## src/rtl/jk_bank_arbiter.sv

```systemverilog
// Bank of WIDTH JK cells shared by two requesters through a round-robin arbiter.
// Optional grant lock is enabled with `define JK_BANK_LOCK_EN.
module jk_bank_arbiter #(
  parameter int WIDTH = 8
) (
  input  logic             clk,
  input  logic             reset,
  input  logic             req_valid_a,
  input  logic [1:0]       req_op_a,
  input  logic [WIDTH-1:0] req_mask_a,
`ifdef JK_BANK_LOCK_EN
  input  logic             req_lock_a,
`endif
  output logic             req_ready_a,
  output logic             done_a,
  input  logic             req_valid_b,
  input  logic [1:0]       req_op_b,
  input  logic [WIDTH-1:0] req_mask_b,
`ifdef JK_BANK_LOCK_EN
  input  logic             req_lock_b,
  output logic             locked,
`endif
  output logic             req_ready_b,
  output logic             done_b,
  output logic             busy,
  output logic [WIDTH-1:0] q
);

  typedef enum logic [1:0] {IDLE, APPLY, DONE} state_t;

  state_t           state_reg, state_next;
  logic [WIDTH-1:0] q_reg, q_next;
  logic [WIDTH-1:0] mask_reg;
  logic [1:0]       op_reg;
  logic             last_b_reg;  // 1 when B was granted last (also the current owner)
  logic             accept_a, accept_b, accept;
  logic             lock_hold;

`ifdef JK_BANK_LOCK_EN
  logic lock_pend_reg, locked_reg;
  assign lock_hold = locked_reg;
  assign locked    = locked_reg;
`else
  assign lock_hold = 1'b0;
`endif

  always_comb begin
    req_ready_a = 1'b0;
    req_ready_b = 1'b0;
    if (state_reg == IDLE) begin
      if (lock_hold) begin
        // Grant stays with the lock owner; the other side waits.
        req_ready_a = req_valid_a & ~last_b_reg;
        req_ready_b = req_valid_b & last_b_reg;
      end else begin
        req_ready_a = req_valid_a & (~req_valid_b | last_b_reg);
        req_ready_b = req_valid_b & (~req_valid_a | ~last_b_reg);
      end
    end
  end

  assign accept_a = req_valid_a & req_ready_a;
  assign accept_b = req_valid_b & req_ready_b;
  assign accept   = accept_a | accept_b;

  always_comb begin
    state_next = state_reg;
    case (state_reg)
      IDLE:    if (accept) state_next = APPLY;
      APPLY:   state_next = DONE;
      DONE:    state_next = IDLE;
      default: state_next = IDLE;
    endcase
  end

  // Per-cell JK equation: q+ = j&~q | ~k&q, applied only to masked cells.
  genvar gi;
  generate
    for (gi = 0; gi < WIDTH; gi++) begin : g_cell
      assign q_next[gi] = (state_reg == APPLY && mask_reg[gi])
                        ? ((op_reg[1] & ~q_reg[gi]) | (~op_reg[0] & q_reg[gi]))
                        : q_reg[gi];
    end
  endgenerate

  always_ff @(posedge clk or negedge reset) begin
    if (!reset) begin
      state_reg  <= IDLE;
      q_reg      <= '0;
      mask_reg   <= '0;
      op_reg     <= 2'b00;
      last_b_reg <= 1'b1;
`ifdef JK_BANK_LOCK_EN
      lock_pend_reg <= 1'b0;
      locked_reg    <= 1'b0;
`endif
    end else begin
      state_reg <= state_next;
      q_reg     <= q_next;
      if (accept) begin
        op_reg     <= accept_b ? req_op_b : req_op_a;
        mask_reg   <= accept_b ? req_mask_b : req_mask_a;
        last_b_reg <= accept_b;
`ifdef JK_BANK_LOCK_EN
        lock_pend_reg <= accept_b ? req_lock_b : req_lock_a;
`endif
      end
`ifdef JK_BANK_LOCK_EN
      // Lock changes take effect from the IDLE after the command's DONE.
      if (state_reg == DONE) locked_reg <= lock_pend_reg;
`endif
    end
  end

  assign q      = q_reg;
  assign busy   = (state_reg != IDLE);
  assign done_a = (state_reg == DONE) & ~last_b_reg;
  assign done_b = (state_reg == DONE) & last_b_reg;

endmodule

```

## config.mk

```make
export PLATFORM = sky130hd
export DESIGN_NAME = jk_bank_arbiter
export DESIGN_NICKNAME = d
export VERILOG_FILES = /design/src/rtl/jk_bank_arbiter.sv
export SDC_FILE = /design/constraint.sdc
export NUM_CORES = 1
export LEC_CHECK = 0
export ABC_AREA = 0
export CORE_MARGIN = 2
export CORE_UTILIZATION = 25
export DETAILED_ROUTE_END_ITERATION = 7
export PLACE_DENSITY = 0.51
export SYNTH_ARGS = -nofsm -noshare
export SYNTH_HDL_FRONTEND = slang
export SYNTH_SLANG_ARGS = --single-unit
```

## constraint.sdc

```tcl
create_clock -name clk -period 1.7 [get_ports clk]
set_clock_uncertainty 0.1 [all_clocks]
set_input_delay 0.255 -clock clk [delete_from_list [all_inputs] [get_ports clk]]
set_output_delay 0.255 -clock clk [all_outputs]
set_load 0.01 [all_outputs]
```

[Yosys cells after proc, flatten, opt, wreduce, memory -nomap -nowiden]
Cells that the tools add are included.
Operators by class
  bitwise operators: 45
  multiplexer cells: 6
  eq/ne operators: 3
  reduce and logical (&&, ||, !) cells: 10
Operators by type and width (count)
  AND 1 bit: 22
  NOT 1 bit: 12
  bitwise OR 1 bit: 11
  logical AND 1 bit: 8
  two-way mux 8 bit: 1
  two-way mux 2 bit: 2
  one-hot mux 2 bit (2 select lines): 1
  == test 2 x 1 -> 1 bit (second input constant): 1
  == test 2 bit (second input constant): 1
  zero test 2 bit: 1
  two-way mux 1 bit: 2
  != test 2 bit (second input constant): 1
  nonzero test 2 bit: 1
Storage, ports and cells
  register bits after elaboration: 21
  logic and storage cells: 76

[Depth between registers and ports, before layout]
Gate-level depths: netlist of run 1.
  word-level depth: 8
  mapped depth: 4

[Least setup slack after synthesis of run 1]
OpenSTA, ideal clock, no wires.
  path kind: register to output
  start: register state_reg[1]
  end: output req_ready_a
  buffers on the path: 1
  data required time: 1.345 ns
  cell stages (with the launch flop): 5
  data arrival time: 1.159 ns
  path slack: 0.186 ns
  cell sequence: dfrtp_1 nor2_2 clkbuf_1 nand2_1 a21oi_1
Between the ends
  longest elaborated chain between the ends: 2
RTL lines
  start, declared: line 31  | state_t state_reg, state_next;
  start signal, assigned: line 98  | state_reg <= state_next;
  zero test 2 bit: line 50  | if (state_reg == IDLE) begin
  two-way mux 1 bit: line 50
  end, declared: line 14  | output logic req_ready_a,
No other way between the ends.

[Final worst setup path of run 1]
  start: register state_reg[0]
  end: output busy
Between the ends
  longest elaborated chain between the ends: 1
RTL lines
  nonzero test 2 bit: line 116  | assign busy = (state_reg != IDLE);
  end, declared: line 25  | output logic busy,
No other way between the ends.

==> flow_summary.json, run 1 <==
{
  "track_usage_pct": 13.8,
  "core_area_um2": 3740,
  "hold_viol_final": 0,
  "yosysTopAreaCellShare_pct": 50.6,
  "area_delta_synth_final_pct": 55.8,
  "timing.hold.ws_ns": 0.240,
  "drt_iter0_drc": 15,
  "cp.required_ns": 1.34,
  "seqPwrFrac_pct": 36.8,
  "r2r-start": "last_b_reg",
  "die-area_um2": 4470,
  "yosysTopAreaCell": "dfrtp_1",
  "die_w_um": 66.9,
  "endpoint_kind": "output port",
  "switching_share_pct": 37.2,
  "netlist_instances": 98,
  "first_pass_iters": 4,
  "reg2regPathDepth": 5,
  "place.port_buffers": 36,
  "switching_power_mw": 0.981,
  "cts_buffers": 3,
  "io_pins": 37,
  "routed_wl_um": 2750,
  "slew_headroom_pct": 77.3,
  "grt_pass1_wl_um": 4600,
  "syn_area_per_cell_um2": 10.1,
  "clock_latency_ns": 0.26,
  "r2r-end": "mask_reg[5]",
  "antenna_found_initial": 0,
  "worstMarginPinSlew_ns": 0.340,
  "maxCapViolCount": 0,
  "max_freq_ghz": 0.589,
  "grt_max_degree": 22,
  "p_per_area_nw_per_um2": 1710,
  "wl_per_cell_um": 13.9,
  "seq_area_frac_synth_pct": 53.3,
  "grt_pass1_vias": 1011,
  "synth-async-reset-ratio_pct": 100,
  "finalSetupViolations": 0,
  "r2r_slack_ns": 0.08,
  "hold_path.class": "input pin to asynchronous set/reset pin",
  "clock-sinks": 21,
  "initial_core_util_pct": 26.4,
  "finalCritPeriodShare_pct": 99.8,
  "synth_commonest_cells": "20 x dfrtp_1, 12 x inv_1, 10 x o21ai_0",
  "status": "completed",
  "die_y_um": 66.9,
  "synth_edf_count": 0,
  "power.leakage_nw": 0.672,
  "cts_root_buffer": "clkbuf_8",
  "post-route-util_pct": 41.1,
  "startpoint_type": "register",
  "fin_crit_ns": 1.70,
  "gp_congestion": 0.728,
  "htree_levels": 1,
  "ys_warn_count": 0,
  "layout-drive-gt1-share_pct": 20.1,
  "vias": 970,
  "tritoncts": "yes",
  "pre_cts_slack_ns": -0.235,
  "syn_nets": 122,
  "p_clk_share_pct": 12.4,
  "p_int_mw": 1.66,
  "crit_type": "register to output port",
  "arrival_ns": 1.34,
  "synth_most_common_cell": "dfrtp_1",
  "synth_seq_cells": 21,
  "antenna_left": 0,
  "yosys_most_used_dff": "dfrtp_1",
  "crit_fanout": 8,
  "rows": 22,
  "combinationalPowerShare_pct": 50.8,
  "layout_setup_ws_ns": 0.00272,
  "ys_types": 25,
  "yosys-top-cells-area": "dfrtp_1 51%, o311ai_1 6.2%, nand4_1 5.7%, a31oi_1 5.1%, o21ai_0 5.1%",
  "path_clk_slew_ns": 0.08,
  "cts_max_path_buffers": 2,
  "diodes": 0,
  "irDropWorstVdd_uv": 694,
  "rsz0062_at_grt": "true",
  "grt_overflow": 0,
  "finalMaxSlewViolations": 0,
  "total_power_mw": 2.64,
  "dp_hpwl_um": 2120,
  "synth.cell_area_um2": 988,
  "drcViolationCount": 0,
  "viasPerCell": 4.92,
  "nNetsFinal": 174
}
## worst max-delay path: stages, from the launching register on
cell	delay (ns)
dfrtp_2	0.45
nor2_4	0.13
buf_6	0.14
clkinv_1	0.08
dlygate4sd2_1	0.28
## power by group through the flow
stage	registers, mW	clock network, mW	logic [mW]
floorplan	0.988	0	0.609
global placement	0.963	0	1.29
detailed placement	0.972	0	1.31
CTS	0.974	0.338	1.30
global route	1.01	0.361	1.49
finish	0.971	0.326	1.34
## what timing repair did
item | 4_1_cts | 5_1_grt
gates resized for setup | 12 | 6
setup buffers | 0 | 3
setup endpoints to repair | 5 | 5
hold buffers | 0 | 0
## area by class of cell
class,count,area (µm²)
Sequential cell,21,528
Clock buffer,3,41.3
Fill cell,390,2200
Clock inverter,1,5.00
Tap cell,48,60.1
Multi-Input combinational cell,58,387
Inverter,13,48.8
Timing Repair Buffer,53,470
## cell usage in the layout (no fill, tap or decap), drive strengths merged
master / n
clkdlybuf4s50: 31
nand2: 2
nor2b: 1
nor2: 2
o2111a: 1
a31oi: 8
and2: 1
dfstp: 1
buf: 18
and3b: 1
dfrtp: 20
nand4: 9
a21oi: 9
dlygate4sd2: 1
a221o: 1
clkinv: 2
inv: 12
o21ai: 10
and3: 1
nor3b: 2
a21o: 1
o311ai: 9
clkbuf: 6
## logic make-up (layout without fill, tap and decap cells)
group	Yosys count	after routing	synth area share (%)
flops	21	21	53.3
buf+inv	19	70	8.10
simple gates	19	19	13.0
compound gates	39	39	25.6
## worst max path at each step
stage                  from  cells past startpoint          end
2_1_floorplan  state_reg[1]                      4  req_ready_a
3_3_place_gp    req_valid_a                      4  req_ready_a
6_report       state_reg[0]                      4         busy
4_1_cts        state_reg[0]                      4         busy
3_5_place_dp    req_valid_a                      4  req_ready_a
5_1_grt        state_reg[1]                      4         busy
## metrics by stage
| stage | instances | setup TNS (ns) | instance area (µm²) |
|---|---|---|---|
| floorplan | 98 | 0 | 988 |
| global placement | 190 | -0.561 | 1480 |
| detailed placement | 190 | -0.914 | 1480 |
| CTS | 194 | -0.0271 | 1530 |
| global route | 197 | -0.0663 | 1540 |
| finish | 197 | 0 | 1540 |
## routing by layer
layer | part of all wire, % | global-route usage [%] | vias up | wire length, µm
li1 | - | - | 472 | -
met1 | 44 | 17.8 | 477 | 1200
met2 | 53 | 24.0 | 21 | 1450
met3 | 3.5 | 3.55 | 0 | 97
met4 | 0 | 1.53 | 0 | 0
met5 | 0 | 0 | - | 0
Note: power is estimated with default switching activity, not from simulation.
==> run 2: changes to the inputs <==
--- a/config.mk
+++ b/config.mk
@@ -7,9 +7,10 @@
 export LEC_CHECK = 0
 export ABC_AREA = 0
 export CORE_MARGIN = 2
-export CORE_UTILIZATION = 25
+export CORE_UTILIZATION = 43
 export DETAILED_ROUTE_END_ITERATION = 7
-export PLACE_DENSITY = 0.51
+export PLACE_DENSITY = 0.79
+export SLEW_MARGIN = 20
 export SYNTH_ARGS = -nofsm -noshare
 export SYNTH_HDL_FRONTEND = slang
 export SYNTH_SLANG_ARGS = --single-unit
==> run 2 against run 1 <==
Net effect:
- clock power is 27% lower
- first-iteration DRC count is 80% higher
- global-route usage is 7.7 points higher
- via count is 4.1% higher
- register-to-register slack better by 0.03 ns
- maximum frequency is 5.2% higher
- critical path depth is 1 lower
- final cell count is 10% lower
- die area is 40% lower
- design area is 2.9% lower
==> flow_summary.json, run 2 (synthesis gave the netlist of run 1 again) <==
{
  "grt_overflow": 0,
  "antenna_found_initial": 0,
  "cp.required_ns": 1.34,
  "worstMarginPinSlew_ns": 0.322,
  "rsz0062_at_grt": "false",
  "hold_viol_final": 0,
  "track_usage_pct": 21.5,
  "fin_crit_ns": 1.61,
  "htree_levels": 1,
  "finalSetupViolations": 0,
  "cts_max_path_buffers": 2,
  "routed_wl_um": 2530,
  "place_area_um2": 1470,
  "irDropWorstVdd_uv": 1080,
  "layout_commonest_cell": "clkdlybuf4s50_1",
  "power.leakage_nw": 0.667,
  "finalCritPeriodShare_pct": 94.9,
  "max_freq_ghz": 0.620,
  "finalMaxSlewViolations": 0,
  "endpoint_kind": "output port",
  "final_cell_area_um2": 1500,
  "timing.hold.ws_ns": 0.177,
  "slew_headroom_pct": 78.5,
  "maxCapViolCount": 0,
  "grt_pass1_wl_um": 4280,
  "path_clk_slew_ns": 0.11,
  "crit_type": "register to output port",
  "crit_fanout": 4,
  "place.port_buffers": 36,
  "max_stage_delay_ns": 0.59,
  "cts_hold_buffers": 0,
  "drcViolationCount": 0,
  "vias": 1010,
  "path_cells": "inv_1 > nor3b_2 > buf_2",
  "viasPerCell": 5.71,
  "io_pins": 37,
  "die_w_um": 51.9,
  "cts_root_buffer": "clkbuf_4",
  "layout-drive-gt1-share_pct": 20.1,
  "mostFrequentLayoutCells": "31 x clkdlybuf4s50_1, 20 x dfrtp_1, 16 x buf_4, 12 x inv_1, 10 x o21ai_0",
  "wl_per_cell_um": 14.3,
  "cts_buffers": 3,
  "p_per_area_nw_per_um2": 1700,
  "diodes": 0,
  "gp_congestion": 0.806,
  "core_area_um2": 2190,
  "startpoint_type": "register",
  "die-area_um2": 2700,
  "cpMaxStageDelayCell": "dfstp_2",
  "nNetsFinal": 174,
  "drt_iter0_drc": 27,
  "dp_hpwl_um": 1920,
  "first_pass_iters": 4,
  "status": "completed",
  "grt_pass1_vias": 1002,
  "die_y_um": 51.9,
  "antenna_left": 0,
  "clock-sinks": 21,
  "crit_family": "flip-flops",
  "arrival_ns": 1.26,
  "grt_max_degree": 22,
  "initial_core_util_pct": 45.1,
  "hold_path.class": "input pin to asynchronous set/reset pin",
  "area_delta_synth_final_pct": 51.3,
  "rows": 17,
  "tritoncts": "yes",
  "clock_latency_ns": 0.30,
  "crit_buf_inv": 2
}
[run 2: changes by cell type in the layout (fill, tap and decap cells not counted), moves of 2 or more]
| cell | change |
|---|---|
| buf_2 | +3 |
| clkbuf_2 | -2 |
| clkbuf_4 | +3 |
| clkbuf_8 | -3 |
[run 2: final cells by class]
cell class                 count  area [µm²]
inverter                      13        48.8
fill                         165         696
multi-input combinational     58         392
sequential                    21         527
timing repair buffer          53         467
clock buffer                   4        26.3
tap                           28        35.0
[run 2: worst paths after layout]
check,startpoint,endpoint,slack [ns],cells after the start
setup / recovery,last_b_reg,done_b,0.09,3
min in group clk,mask_reg[4],q[4],0.38,1
hold / removal,reset,mask_reg[4],0.18,2
setup reg to reg,state_reg[1],mask_reg[5],0.11,6
hold reg to reg,mask_reg[4],q[4],0.38,1
max in group asynchronous,reset,last_b_reg,1.06,2
[run 2: repair_timing]
item,4_1_cts,5_1_grt
pin swaps,1,1
gates resized for setup,19,5
setup endpoints to repair,5,5
gates cloned,0,0
buffers inserted,2,0
[run 2: stage by stage]
step           instances  setup slack [ns]  setup TNS, ns  util, %  power, mW
5_1_grt              177           0.00242              0     68.2       2.73
2_1_floorplan         98             0.186              0        -       1.60
3_3_place_gp         171            -0.196         -0.481     66.9       2.20
4_1_cts              177           0.00144              0     68.5       2.54
6_report             177            0.0867              0     68.2       2.54
3_5_place_dp         171            -0.212         -0.772     66.9       2.26
[run 2: power by group]
group	internal, mW	switching (mW)	total (mW)
logic	0.705	0.626	1.33
clock network	0.0914	0.146	0.237
registers	0.769	0.199	0.968
[run 2: layer usage]
metal,wire length (µm),GRT usage (%),up-vias,share of wire (%)
met5,0,0,-,0
met4,118,14.5,0,4.7
met3,126,1.15,15,5.0
met2,1330,37.1,49,53
met1,955,25.6,475,38
li1,-,-,471,-
==> run 3: changes to the inputs <==
--- a/config.mk
+++ b/config.mk
@@ -6,6 +6,7 @@
 export NUM_CORES = 1
 export LEC_CHECK = 0
 export ABC_AREA = 0
+export ABC_CLOCK_PERIOD_IN_PS = 1700
 export CORE_MARGIN = 2
 export CORE_UTILIZATION = 43
 export DETAILED_ROUTE_END_ITERATION = 7
==> results of run 3 <==
Same layout as run 2: the final DEF is identical, and so are final timing and power.
